`src/rtl/mem_arbiter_pkg.sv`:
```
// Shared types for the unified-memory arbiter.
// Imported as mem_arb_pkg by the arbiter, its interface and bench.
package mem_arb_pkg;

  typedef enum logic [1:0] {
    ARB_IDLE,
    ARB_IBUSY,
    ARB_DBUSY
  } arb_state_t;

  typedef enum logic {
    PORT_I,
    PORT_D
  } arb_port_t;

  localparam logic [31:0] ARB_RDATA_ABORT = 32'h0;

endpackage

```
`src/rtl/mem_arbiter_if.sv`:
```
// Fetch, load/store and memory bus bundle for mem_arbiter.
// MEM_ARB_PERF_EN adds the performance counter outputs.
interface mem_arbiter_if;

  logic        i_req;
  logic [31:0] i_addr;
  logic        i_gnt;
  logic        i_done;
  logic [31:0] i_rdata;

  logic        d_req;
  logic        d_we;
  logic [3:0]  d_wmask;
  logic [31:0] d_addr;
  logic [31:0] d_wdata;
  logic        d_gnt;
  logic        d_done;
  logic [31:0] d_rdata;

  logic        m_req;
  logic        m_we;
  logic [3:0]  m_wmask;
  logic [31:0] m_addr;
  logic [31:0] m_wdata;
  logic        m_ready;
  logic [31:0] m_rdata;

  logic        stall;
  logic        err;

`ifdef MEM_ARB_PERF_EN
  logic [31:0] perf_istall;
  logic [31:0] perf_dstall;
  logic [31:0] perf_conflict;
`endif

  modport slave (
    input  i_req, i_addr,
    input  d_req, d_we, d_wmask,
    input  d_addr, d_wdata,
    input  m_ready, m_rdata,
    output i_gnt, i_done, i_rdata,
    output d_gnt, d_done, d_rdata,
    output m_req, m_we, m_wmask,
    output m_addr, m_wdata,
`ifdef MEM_ARB_PERF_EN
    output perf_istall,
    output perf_dstall,
    output perf_conflict,
`endif
    output stall, err
  );

  modport master (
    output i_req, i_addr,
    output d_req, d_we, d_wmask,
    output d_addr, d_wdata,
    output m_ready, m_rdata,
    input  i_gnt, i_done, i_rdata,
    input  d_gnt, d_done, d_rdata,
    input  m_req, m_we, m_wmask,
    input  m_addr, m_wdata,
`ifdef MEM_ARB_PERF_EN
    input  perf_istall,
    input  perf_dstall,
    input  perf_conflict,
`endif
    input  stall, err
  );

endinterface

```
`src/rtl/mem_arbiter_sat_counter.sv`:
```
// Saturating event counter with synchronous clear.
module sat_counter #(
  parameter int WIDTH = 32
) (
  input  logic             clk,
  input  logic             clr,
  input  logic             inc,
  output logic [WIDTH-1:0] count
);

  always_ff @(posedge clk) begin
    if (clr)
      count <= '0;
    else if (inc && (count != '1))
      count <= count + WIDTH'(1);
  end

endmodule

```
`src/rtl/mem_arbiter.sv`:
```
// Shares one variable-latency memory port between fetch and load/store.
// MEM_ARB_PERF_EN adds saturating stall/conflict counters.
module mem_arbiter
  import mem_arb_pkg::*;
#(
  parameter int TIMEOUT = 255
) (
  input  logic          clk,
  input  logic          reset,
  mem_arbiter_if.slave  bus
);

  localparam int CW = $clog2(TIMEOUT + 1);
  localparam logic [CW-1:0] TO_V = CW'(TIMEOUT);

  arb_state_t    state;
  arb_port_t     last;
  arb_port_t     pick;
  logic          any;
  logic [CW-1:0] cnt;
  logic          i_v;
  logic          d_v;

  // a port that just completed may not re-win in its done cycle
  assign i_v = bus.i_req & ~bus.i_done;
  assign d_v = bus.d_req & ~bus.d_done;

  assign bus.stall = i_v | d_v;

  always_comb begin
    any  = 1'b0;
    pick = PORT_I;
    unique case (1'b1)
      i_v && d_v: begin
        any  = 1'b1;
        pick = (last == PORT_I) ? PORT_D : PORT_I;
      end
      d_v && !i_v: begin
        any  = 1'b1;
        pick = PORT_D;
      end
      i_v && !d_v: begin
        any  = 1'b1;
        pick = PORT_I;
      end
      default: ;
    endcase
  end

  always_ff @(posedge clk) begin
    if (reset) begin
      state       <= ARB_IDLE;
      last        <= PORT_I;
      cnt         <= '0;
      bus.m_req   <= 1'b0;
      bus.m_we    <= 1'b0;
      bus.m_wmask <= 4'h0;
      bus.m_addr  <= 32'h0;
      bus.m_wdata <= 32'h0;
      bus.i_gnt   <= 1'b0;
      bus.d_gnt   <= 1'b0;
      bus.i_done  <= 1'b0;
      bus.d_done  <= 1'b0;
      bus.err     <= 1'b0;
      bus.i_rdata <= 32'h0;
      bus.d_rdata <= 32'h0;
    end else begin
      bus.i_gnt  <= 1'b0;
      bus.d_gnt  <= 1'b0;
      bus.i_done <= 1'b0;
      bus.d_done <= 1'b0;
      bus.err    <= 1'b0;
      unique case (state)
        ARB_IDLE: begin
          if (any) begin
            bus.m_req <= 1'b1;
            cnt       <= '0;
            last      <= pick;
            if (pick == PORT_D) begin
              bus.m_we    <= bus.d_we;
              bus.m_wmask <= bus.d_wmask;
              bus.m_addr  <= bus.d_addr;
              bus.m_wdata <= bus.d_wdata;
              bus.d_gnt   <= 1'b1;
              state       <= ARB_DBUSY;
            end else begin
              bus.m_we    <= 1'b0;
              bus.m_wmask <= 4'h0;
              bus.m_addr  <= bus.i_addr;
              bus.m_wdata <= 32'h0;
              bus.i_gnt   <= 1'b1;
              state       <= ARB_IBUSY;
            end
          end
        end
        ARB_IBUSY, ARB_DBUSY: begin
          // m_ready wins over a timeout landing on the same cycle
          if (bus.m_ready || (cnt == TO_V)) begin
            bus.m_req <= 1'b0;
            bus.err   <= ~bus.m_ready;
            state     <= ARB_IDLE;
            if (state == ARB_IBUSY) begin
              bus.i_done  <= 1'b1;
              bus.i_rdata <= bus.m_ready ?
                bus.m_rdata : ARB_RDATA_ABORT;
            end else begin
              bus.d_done <= 1'b1;
              if (!bus.m_ready)
                bus.d_rdata <= ARB_RDATA_ABORT;
              else if (!bus.m_we)
                bus.d_rdata <= bus.m_rdata;
            end
          end else begin
            cnt <= cnt + CW'(1);
          end
        end
        default: state <= ARB_IDLE;
      endcase
    end
  end

`ifdef MEM_ARB_PERF_EN
  sat_counter #(.WIDTH(32)) u_istall (
    .clk   (clk),
    .clr   (reset),
    .inc   (i_v),
    .count (bus.perf_istall)
  );

  sat_counter #(.WIDTH(32)) u_dstall (
    .clk   (clk),
    .clr   (reset),
    .inc   (d_v),
    .count (bus.perf_dstall)
  );

  sat_counter #(.WIDTH(32)) u_conflict (
    .clk   (clk),
    .clr   (reset),
    .inc   ((state == ARB_IDLE) && i_v && d_v),
    .count (bus.perf_conflict)
  );
`endif

endmodule

```
`src/flat_wrapper.sv`:
```
// flat-port wrapper written by rule: the top's interface ports become plain ports
module mem_arbiter_flat import mem_arb_pkg::*;
#(
  parameter int TIMEOUT = 255
)
  (clk, reset, bus_i_req, bus_i_addr, bus_d_req, bus_d_we, bus_d_wmask, bus_d_addr, bus_d_wdata, bus_m_ready, bus_m_rdata, bus_i_gnt, bus_i_done, bus_i_rdata, bus_d_gnt, bus_d_done, bus_d_rdata, bus_m_req, bus_m_we, bus_m_wmask, bus_m_addr, bus_m_wdata, bus_stall, bus_err);
  mem_arbiter_if bus_i ();
  input  logic clk;
  input  logic reset;
  input wire logic [$bits(bus_i.i_req)-1:0] bus_i_req;
  input wire logic [$bits(bus_i.i_addr)-1:0] bus_i_addr;
  input wire logic [$bits(bus_i.d_req)-1:0] bus_d_req;
  input wire logic [$bits(bus_i.d_we)-1:0] bus_d_we;
  input wire logic [$bits(bus_i.d_wmask)-1:0] bus_d_wmask;
  input wire logic [$bits(bus_i.d_addr)-1:0] bus_d_addr;
  input wire logic [$bits(bus_i.d_wdata)-1:0] bus_d_wdata;
  input wire logic [$bits(bus_i.m_ready)-1:0] bus_m_ready;
  input wire logic [$bits(bus_i.m_rdata)-1:0] bus_m_rdata;
  output wire logic [$bits(bus_i.i_gnt)-1:0] bus_i_gnt;
  output wire logic [$bits(bus_i.i_done)-1:0] bus_i_done;
  output wire logic [$bits(bus_i.i_rdata)-1:0] bus_i_rdata;
  output wire logic [$bits(bus_i.d_gnt)-1:0] bus_d_gnt;
  output wire logic [$bits(bus_i.d_done)-1:0] bus_d_done;
  output wire logic [$bits(bus_i.d_rdata)-1:0] bus_d_rdata;
  output wire logic [$bits(bus_i.m_req)-1:0] bus_m_req;
  output wire logic [$bits(bus_i.m_we)-1:0] bus_m_we;
  output wire logic [$bits(bus_i.m_wmask)-1:0] bus_m_wmask;
  output wire logic [$bits(bus_i.m_addr)-1:0] bus_m_addr;
  output wire logic [$bits(bus_i.m_wdata)-1:0] bus_m_wdata;
  output wire logic [$bits(bus_i.stall)-1:0] bus_stall;
  output wire logic [$bits(bus_i.err)-1:0] bus_err;
  assign bus_i.i_req = bus_i_req;
  assign bus_i.i_addr = bus_i_addr;
  assign bus_i.d_req = bus_d_req;
  assign bus_i.d_we = bus_d_we;
  assign bus_i.d_wmask = bus_d_wmask;
  assign bus_i.d_addr = bus_d_addr;
  assign bus_i.d_wdata = bus_d_wdata;
  assign bus_i.m_ready = bus_m_ready;
  assign bus_i.m_rdata = bus_m_rdata;
  assign bus_i_gnt = bus_i.i_gnt;
  assign bus_i_done = bus_i.i_done;
  assign bus_i_rdata = bus_i.i_rdata;
  assign bus_d_gnt = bus_i.d_gnt;
  assign bus_d_done = bus_i.d_done;
  assign bus_d_rdata = bus_i.d_rdata;
  assign bus_m_req = bus_i.m_req;
  assign bus_m_we = bus_i.m_we;
  assign bus_m_wmask = bus_i.m_wmask;
  assign bus_m_addr = bus_i.m_addr;
  assign bus_m_wdata = bus_i.m_wdata;
  assign bus_stall = bus_i.stall;
  assign bus_err = bus_i.err;
  mem_arbiter #(.TIMEOUT(TIMEOUT)) u_core (.clk(clk), .reset(reset), .bus(bus_i));
endmodule
```
`config.mk`:
```
export PLATFORM = sky130hd
export DESIGN_NAME = mem_arbiter_flat
export DESIGN_NICKNAME = d
export VERILOG_FILES = /design/src/rtl/mem_arbiter_pkg.sv /design/src/rtl/mem_arbiter_if.sv /design/src/rtl/mem_arbiter_sat_counter.sv /design/src/rtl/mem_arbiter.sv /design/src/flat_wrapper.sv
export SDC_FILE = /design/constraint.sdc
export NUM_CORES = 1
export LEC_CHECK = 0
export CAP_MARGIN = 20
export CORE_AREA = 2 2 147 92
export CTS_CLUSTER_SIZE = 20
export DETAILED_ROUTE_END_ITERATION = 16
export DIE_AREA = 0 0 149 94
export PLACE_DENSITY = 0.85
export SETUP_SLACK_MARGIN = 0.3
export SLEW_MARGIN = 20
export SYNTH_ARGS = -nofsm -noshare
export SYNTH_HDL_FRONTEND = slang
export SYNTH_SLANG_ARGS = --single-unit
```
`constraint.sdc`:
```
create_clock -name clk -period 3.8 [get_ports clk]
set_input_delay 0.38 -clock clk [delete_from_list [all_inputs] [get_ports clk]]
set_output_delay 0.38 -clock clk [all_outputs]
set_load 0.02 [all_outputs]
```
==> results of run 1 <==
path summary, 6_finish.rpt:
| kind | start | slack, ns | end | depth (start not counted) |
|---|---|---|---|---|
| max reg2reg | u_core.state[0] | 1.36 | u_core.bus.d_rdata[6] | 6 |
| max | u_core.state[0] | 1.36 | u_core.bus.d_rdata[6] | 6 |
| min reg2reg | u_core.bus.m_wdata[17] | 0.48 | u_core.bus.m_wdata[17] | 1 |
| min | u_core.bus.m_wdata[17] | 0.48 | u_core.bus.m_wdata[17] | 1 |
flip-flops by register name, summed over array words and instances (netlist names):
register	flops
u_core.bus.d_done	1
u_core.bus.d_gnt	1
u_core.bus.d_rdata	32
u_core.bus.err	1
u_core.bus.i_done	1
u_core.bus.i_gnt	1
u_core.bus.i_rdata	32
u_core.bus.m_addr	32
u_core.bus.m_req	1
u_core.bus.m_wdata	32
u_core.bus.m_we	1
u_core.bus.m_wmask	4
u_core.cnt	8
u_core.last	1
u_core.state	2
cells in the mapped netlist, types with 4 or more instances:
master    count
dfxtp_1     150
o21ai_0      12
clkbuf_1     23
a21oi_1       8
nand3_1       8
buf_6         9
nand2b_1      7
ha_1          5
a22o_1      101
a222oi_1     16
a31oi_1       7
and2_1       16
inv_1         4
a221o_1      16
nor2_1       22
nand2_1       5
cell type report:
type                            count  area, um2
Sequential cell                   150       3000
Timing Repair Buffer              283       2820
Clock buffer                       18        439
Multi-Input combinational cell    252       2000
Fill cell                         910       3910
Clock inverter                     14        181
Inverter                            4       15.0
Tap cell                          170        213
per-layer routing:
layer / wire [um] / track usage
met1: 7180 / 0.300
met5: 0 / 0
met3: 1090 / 0.0612
met2: 8540 / 0.399
met4: 221 / 0.0714
per-stage QoR:
stage / hold WS (ns) / total power, mW / instances / util
after CTS: 0.476 / 4.48 / 891 / 0.689
after global placement: 0.455 / 2.71 / 859 / 0.639
after global routing: 0.484 / 4.62 / 891 / 0.689
after floorplan: 0.458 / 2.26 / 441 / -
after detailed placement: 0.456 / 2.74 / 859 / 0.639
final: 0.477 / 4.45 / 891 / 0.689
critical path: stages (launching register included):
cell	delay (ns)
dfxtp_1	0.42
inv_1	0.07
ha_1	0.51
nand2b_1	0.18
nor4_4	0.62
buf_4	0.38
a22o_1	0.18
where the power goes:
group | internal, mW | total, mW | switching, mW
sequential | 1.70 | 1.79 | 0.0802
clock | 1.02 | 1.74 | 0.720
combinational | 0.473 | 0.928 | 0.455
total | 3.20 | 4.45 | 1.25
logic make-up (layout without fill, tap and decap cells):
family	count (synthesis)	count (layout)	share of synthesized area
adders and majority gates	5	5	0.0121
buffers and inverters	39	319	0.0424
and+or+nand+nor	74	74	0.0798
DFF	150	150	0.579
AOI/OAI and AO/OA	173	173	0.287
==> results.py, run 1 <==
metrics = {
    "clocking": {
        "root_buffer": "clkbuf_16",
        "holdBufCountCts": 0,
        "cts_tree": "done",
        "clk_pin_slew_ns": 0.06,
        "clk_latency_ns": 0.41,
        "cts_resized": 0,
        "post_cts_buffers": 0,
        "cts_num_sinks": 150,
        "numCtsBuffers": 17,
        "clk_path_buf_depth": 2,
        "htreeDepth": 4,
    },
    "synthesis": {
        "avgSynthCellArea_um2": 11.8,
        "syn_area_um2": 5190,
        "synth_edf_count": 0,
        "synthCells": 441,
        "synth_largest_area_cell": "dfxtp_1",
        "netlist.area_leader.share": 0.579,
        "async_flop_share": 0,
        "synth_area_leaders": "dfxtp_1 58%, a22o_1 17%, a221o_1 3.1%",
        "yosysSeqAreaShare": 0.579,
        "syn_nets": 584,
        "ys_seq_elements": 150,
        "ys_warn_count": 0,
        "synth.distinct_cells": 39,
        "synthFlopType": "dfxtp_1",
    },
    "critical_path": {
        "cp.arrival_ns": 2.78,
        "start_kind": "register",
        "crit_required_ns": 4.15,
        "path_class": "register to register",
        "crit_fanout": 19,
        "cp-end-kind": "register",
    },
    "cells_and_area": {
        "final_cell_mix": "277 x clkdlybuf4s50_1, 150 x dfxtp_1, 101 x a22o_1",
        "drive_above_1_share": 0.0680,
        "diodes": 0,
        "final_common_cell": "clkdlybuf4s50_1",
        "nets": 851,
        "fin_area_um2": 8670,
        "syn2layout_area_growth_pct": 67.0,
    },
    "grt": {
        "grt-ovfl-total": 0,
        "grt_pass1_vias": 4778,
        "grt_pass1_wl_um": 26100,
        "grt_max_degree": 56,
        "antenna_found_initial": 0,
        "grt_use_total": 0.237,
    },
    "job": {
        "maxCapViolations": 0,
    },
    "timing": {
        "slew_headroom": 0.433,
        "period_needed_ns": 2.44,
        "finClkSkew_ns": 0.0104,
        "setup_ws_ns": 1.36,
        "grt_setup_unrepaired": "no",
        "worst_pin_slew_ns": 0.846,
        "setup_viol": 0,
        "drv_slew": 0,
        "finalHoldViolCount": 0,
        "fmax_mhz": 410,
        "setup_tns_ns": 0,
        "post-route-period-util": 0.641,
    },
    "placement": {
        "placed_area_um2": 8040,
        "gp_congestion": 0.836,
        "dp_slack_ns": 1.25,
        "dp_hpwl_um": 12400,
        "port_buffers": 277,
    },
    "route": {
        "detail-route-antenna-nets": 0,
        "dr_total_vias": 4875,
        "wl_um": 17000,
        "routed_via_density": 5.47,
        "wl_per_cell_um": 19.1,
        "drc": 0,
        "dr.first_iter.drc_count": 322,
        "first_pass_iters": 5,
    },
    "floorplanning": {
        "design.die.area_um2": 14000,
        "core-area_um2": 12600,
        "row_count": 32,
        "die_h_um": 94,
        "die_w_um": 149,
        "start_util": 0.413,
        "io_pins": 278,
    },
    "min_path": {
        "hold_path.class": "register to register",
    },
    "power": {
        "p_leak_nw": 3.29,
        "pwr_density_cell_nw_per_um2": 514,
        "vdd_drop_max_mv": 0.322,
    },
    "status": {
        "status": "complete, no violations",
    },
}
Note: power is estimated with default switching activity, not from simulation.
==> run 2, diff against run 1 <==
--- a/config.mk
+++ b/config.mk
@@ -6,11 +6,11 @@
 export NUM_CORES = 1
 export LEC_CHECK = 0
 export CAP_MARGIN = 20
-export CORE_AREA = 2 2 147 92
+export CORE_AREA = 2 2 152 95
 export CTS_CLUSTER_SIZE = 20
 export DETAILED_ROUTE_END_ITERATION = 16
-export DIE_AREA = 0 0 149 94
-export PLACE_DENSITY = 0.85
+export DIE_AREA = 0 0 154 97
+export PLACE_DENSITY = 0.8
 export SETUP_SLACK_MARGIN = 0.3
 export SLEW_MARGIN = 20
 export SYNTH_ARGS = -nofsm -noshare
==> constraint.sdc (replaced) <==
create_clock -name clk -period 2.4 [get_ports clk]
set_input_delay 0.24 -clock clk [delete_from_list [all_inputs] [get_ports clk]]
set_output_delay 0.24 -clock clk [all_outputs]
set_load 0.02 [all_outputs]
==> run 2 against run 1 <==
Compared with the run above: worst hold slack worse by 0.054 ns; sequential power is 58% higher; clock skew is 0.0037 ns lower; highest routed layer unchanged; register-to-register slack worse by 0.91 ns; clock power is 45% higher.
==> results.py, run 2 (synthesis gave the netlist of run 1 again) <==
metrics = {
    "timing": {
        "worst_pin_slew_ns": 0.780,
        "slew_headroom": 0.480,
        "setup_tns_ns": 0,
        "drv_slew": 0,
        "grt_setup_unrepaired": "no",
        "fmax_mhz": 514,
        "finClkSkew_ns": 0.00668,
        "period_needed_ns": 1.94,
        "finalHoldViolCount": 0,
        "hold_ws_ns": 0.423,
        "post-route-period-util": 0.810,
        "setup_viol": 0,
        "setup_ws_ns": 0.456,
    },
    "grt": {
        "grt_use_total": 0.220,
        "antenna_found_initial": 0,
        "grt-ovfl-total": 0,
        "grt_pass1_vias": 4862,
        "grt_pass1_wl_um": 26200,
        "grt_max_degree": 46,
    },
    "route": {
        "first_pass_iters": 5,
        "dr.first_iter.drc_count": 459,
        "wl_um": 17100,
        "detail-route-antenna-nets": 0,
        "dr_total_vias": 4864,
        "routed_via_density": 5.39,
        "drc": 0,
        "wl_per_cell_um": 18.9,
    },
    "clocking": {
        "holdBufCountCts": 0,
        "post_cts_buffers": 0,
        "clk_pin_slew_ns": 0.06,
        "root_buffer": "clkbuf_16",
        "clk_path_buf_depth": 2,
        "htreeDepth": 4,
        "numCtsBuffers": 17,
        "cts_num_sinks": 150,
        "cts_tree": "done",
        "clk_latency_ns": 0.41,
    },
    "critical_path": {
        "start_kind": "register",
        "cp.arrival_ns": 2.30,
        "r2r_end": "u_core.bus.i_rdata[7]",
        "path_class": "register to register",
        "crit_fanout": 17,
        "crit_required_ns": 2.76,
        "critPathLaunch": "u_core.cnt[0]",
        "reg2reg_from": "u_core.cnt[0]",
        "cp-end-kind": "register",
        "rr_worst_depth": 6,
        "r2r_slack_ns": 0.46,
    },
    "cells_and_area": {
        "drive_above_1_share": 0.0783,
        "nets": 858,
        "syn2layout_area_growth_pct": 67.6,
        "final_cell_mix": "276 x clkdlybuf4s50_1, 150 x dfxtp_1, 101 x a22o_1",
        "fin_util": 0.648,
        "post_layout_nonfiller_instances": 903,
        "final_common_cell": "clkdlybuf4s50_1",
        "diodes": 0,
        "fin_area_um2": 8700,
    },
    "floorplanning": {
        "row_count": 33,
        "design.die.area_um2": 14900,
        "io_pins": 278,
        "die_h_um": 97,
        "start_util": 0.387,
        "core-area_um2": 13400,
        "die_w_um": 154,
    },
    "min_path": {
        "hold_path.class": "input pin to register",
        "holdPathEnd": "u_core.bus.m_wmask[2]",
        "hp-start": "bus_d_wmask[2]",
        "holdPathStages": 2,
    },
    "placement": {
        "dp_hpwl_um": 12300,
        "placed_area_um2": 8100,
        "gp_congestion": 0.769,
        "port_buffers": 277,
        "dp.cells": 870,
        "dp_slack_ns": 0.100,
    },
    "status": {
        "status": "complete, no violations",
    },
    "power": {
        "pwr_density_cell_nw_per_um2": 788,
        "p_leak_nw": 3.30,
        "vdd_drop_max_mv": 0.461,
        "power.total_mw": 6.85,
    },
    "job": {
        "maxCapViolations": 0,
    },
}
[run 2: final cells by class]
type | count | area [um2]
clock buffers | 17 | 425
clock inverters | 15 | 138
fillers | 1018 | 4720
inverters | 4 | 15.0
multi-input cells | 253 | 2020
flip-flops and latches | 150 | 3000
well taps | 175 | 219
repair buffers | 289 | 2880
[run 2: worst max-delay path: stages, from the launching register on]
cell and delay [ns]:
dfxtp_1 0.34, ha_1 0.29, nand3_1 0.16, o21ai_1 0.13
a21oi_4 0.48, buf_4 0.32, a22o_1 0.16
[run 2: per-layer routing]
layer,track usage,vias up,wire length (um)
li1,-,2270,-
met1,0.268,2350,7310
met2,0.378,209,8280
met3,0.0542,35,1100
met4,0.0820,0,416
met5,0,-,0
[run 2: worst max-delay path by stage]
stage / endpoint / depth (start not counted)
floorplan: u_core.cnt[5] / 7
detailed placement: u_core.bus.m_wdata[3] / 6
finish: u_core.bus.i_rdata[7] / 6
CTS: u_core.bus.m_wdata[3] / 5
global route: u_core.bus.i_rdata[7] / 6
global placement: u_core.bus.m_wmask[2] / 6
[run 2: repair_timing]
item / CTS / global route
pin swaps: 0 / 1
setup endpoints to repair: 48 / 78
resized for setup: 2 / 5
endpoints found under the hold margin: 0 / 0
cloned: 0 / 1
[run 2: where the power goes]
part           leakage [nW]  switching [mW]  internal (mW)
Sequential             1.22           0.120           2.70
Clock                 0.272            1.16           1.37
Combinational          1.80           0.735          0.773
==> run 3, diff against run 2 <==
--- a/config.mk
+++ b/config.mk
@@ -6,11 +6,11 @@
 export NUM_CORES = 1
 export LEC_CHECK = 0
 export CAP_MARGIN = 20
-export CORE_AREA = 2 2 152 95
+export CORE_AREA = 2 2 161 100
 export CTS_CLUSTER_SIZE = 20
 export DETAILED_ROUTE_END_ITERATION = 16
-export DIE_AREA = 0 0 154 97
-export PLACE_DENSITY = 0.8
+export DIE_AREA = 0 0 163 102
+export PLACE_DENSITY = 0.76
 export SETUP_SLACK_MARGIN = 0.3
 export SLEW_MARGIN = 20
 export SYNTH_ARGS = -nofsm -noshare
==> constraint.sdc (replaced) <==
create_clock -name clk -period 1.72 [get_ports clk]
set_input_delay 0.172 -clock clk [delete_from_list [all_inputs] [get_ports clk]]
set_output_delay 0.172 -clock clk [all_outputs]
set_load 0.02 [all_outputs]
==> run 3 against run 2 <==
Compared with the run above: clock power rose by 51%; register-to-register slack worse by 0.41 ns; worst hold slack lost 0.068 ns; setup slack lost 0.41 ns; clock skew up 0.010 ns; final area up 18%; via count rose by 12%; first-iteration DRC count decreased by 1.3%; critical path type unchanged; sequential power is 39% higher; combinational power grew 94%.
==> results.py, run 3 (synthesis gave the netlist of run 1 again) <==
metrics = {
    "status": {
        "status": "complete, no violations",
    },
    "power": {
        "p_int_mw": 7.44,
        "p_leak_nw": 4.65,
        "power.total_mw": 10.7,
        "pwr_density_cell_nw_per_um2": 1040,
        "sw_frac_of_total": 0.302,
        "p_clk_frac": 0.357,
        "power_frac_seq": 0.368,
        "switchingPower_mw": 3.22,
        "comb_power_share": 0.275,
        "vdd_drop_max_mv": 0.579,
    },
    "clocking": {
        "numCtsBuffers": 17,
        "cts_num_sinks": 150,
        "clk_path_buf_depth": 2,
        "clk_pin_slew_ns": 0.07,
        "root_buffer": "clkbuf_16",
        "holdBufCountCts": 0,
        "cts_tree": "done",
        "htreeDepth": 4,
        "clk_latency_ns": 0.43,
    },
    "critical_path": {
        "r2r_slack_ns": 0.05,
        "crit_fanout": 8,
        "path_cells": "ha_4 -> buf_6 -> and3_4 -> a31oi_4 -> o21ba_4 -> buf_16 -> a22o_1",
        "cp-end-kind": "register",
        "reg2reg_from": "u_core.cnt[1]",
        "r2r_end": "u_core.bus.d_rdata[25]",
        "cp.arrival_ns": 1.97,
        "cpMaxStageDelayCell": "dfxtp_4",
        "rr_worst_depth": 7,
        "start_kind": "register",
        "cp_slowest_stage_delay_ns": 0.37,
        "crit_required_ns": 2.02,
        "path_class": "register to register",
    },
    "route": {
        "drc": 0,
        "first_pass_iters": 9,
        "detail-route-antenna-nets": 0,
        "wl_per_cell_um": 21.4,
        "dr_total_vias": 5458,
        "routed_via_density": 5.36,
        "dr.first_iter.drc_count": 453,
        "met3_length_um": 1430,
        "wl_met2_um": 10900,
        "wl_um": 21800,
        "top_layer": "met4",
        "wl_met1_um": 9000,
    },
    "placement": {
        "port_buffers": 277,
        "placed_area_um2": 8440,
        "gp_congestion": 0.744,
        "dp_hpwl_um": 12300,
    },
    "floorplanning": {
        "die_w_um": 163,
        "die_h_um": 102,
        "core-area_um2": 15100,
        "design.die.area_um2": 16600,
        "row_count": 35,
        "io_pins": 278,
        "start_util": 0.343,
    },
    "grt": {
        "grt_pass1_wl_um": 31000,
        "grt_pass1_vias": 5460,
        "grt_use_total": 0.242,
        "antenna_found_initial": 0,
        "grt-ovfl-total": 0,
        "grt_max_degree": 33,
    },
    "cells_and_area": {
        "fin_area_um2": 10300,
        "final_common_cell": "dfxtp_1",
        "nets": 946,
        "final_cell_mix": "141 x dfxtp_1, 137 x clkdlybuf4s50_1, 137 x dlygate4sd2_1",
        "syn2layout_area_growth_pct": 98.3,
        "drive_above_1_share": 0.234,
        "diodes": 0,
    },
    "timing": {
        "fmax_mhz": 598,
        "period_needed_ns": 1.67,
        "post-route-period-util": 0.973,
        "setup_viol": 0,
        "drv_slew": 0,
        "finalHoldViolCount": 0,
        "slew_headroom": 0.724,
        "grt_setup_unrepaired": "yes",
        "worst_pin_slew_ns": 0.413,
        "finClkSkew_ns": 0.0169,
    },
    "job": {
        "maxCapViolations": 0,
    },
    "min_path": {
        "hp-start": "bus_d_wmask[2]",
        "holdPathStages": 2,
        "holdPathEnd": "u_core.bus.m_wmask[2]",
        "hold_path.class": "input pin to register",
    },
}
run 3: timing repair:
| action | 4_1_cts | 5_1_grt |
|---|---|---|
| endpoints found under the setup margin | 284 | 150 |
| cloned | 20 | 5 |
| resized for setup | 212 | 54 |
| buffers inserted | 36 | 9 |
| pin swaps | 58 | 58 |
run 3: metrics by stage:
step	setup TNS (ns)	hold WS, ns	instances	setup slack [ns]	utilization
after global placement	-2.94	0.454	917	-0.0548	0.558
final	0	0.355	1019	0.0469	0.681
after floorplan	0	0.250	441	0.0361	-
after detailed placement	-5.70	0.457	917	-0.113	0.558
after CTS	0	0.331	1005	0.0704	0.658
after global routing	-0.107	0.354	1019	-0.0373	0.681
run 3: power groups by stage:
stage               sequential, mW  combinational, mW  clock (mW)
floorplan                     4.33              0.715           0
global placement              3.99               2.17           0
detailed placement            4.01               2.22           0
CTS                           3.92               2.70        3.85
global route                  3.96               3.06        4.02
finish                        3.93               2.93        3.80
run 3: worst max-delay path, delay by kind of cell, from the launching register on:
| kind | cells | cell delay [ns] |
|---|---|---|
| flip-flops | 1 | 0.37 |
| AO/OA/AOI/OAI | 3 | 0.58 |
| AND/OR/NAND/NOR | 1 | 0.20 |
| adder cells (fa/ha/maj) | 1 | 0.15 |
| buffers and inverters | 2 | 0.27 |
run 3: metal layers:
layer / global-route usage / vias up
met5: 0 / -
li1: - / 2466
met2: 0.425 / 259
met3: 0.0483 / 39
met4: 0.0837 / 0
met1: 0.301 / 2694
run 3: cell type report:
type	instances	area [um2]
Inverter	4	20.0
Clock inverter	15	183
Multi-Input combinational cell	253	2240
Clock buffer	17	425
Fill cell	1101	4820
Sequential cell	150	3030
Timing Repair Buffer	377	4130
Tap cell	203	254
run 3: worst max path at each step:
stage                        endpoint  slack [ns]  cells after the start         startpoint
2_1_floorplan   u_core.bus.m_addr[16]        0.04                      8  u_core.bus.d_done
3_3_place_gp   u_core.bus.i_rdata[10]       -0.05                      6        bus_m_ready
3_5_place_dp    u_core.bus.m_addr[15]       -0.11                      6          bus_d_req
4_1_cts        u_core.bus.d_rdata[28]        0.07                      9    u_core.state[0]
5_1_grt          u_core.bus.m_addr[9]       -0.04                      9    u_core.state[0]
6_report       u_core.bus.d_rdata[25]        0.05                      7      u_core.cnt[1]
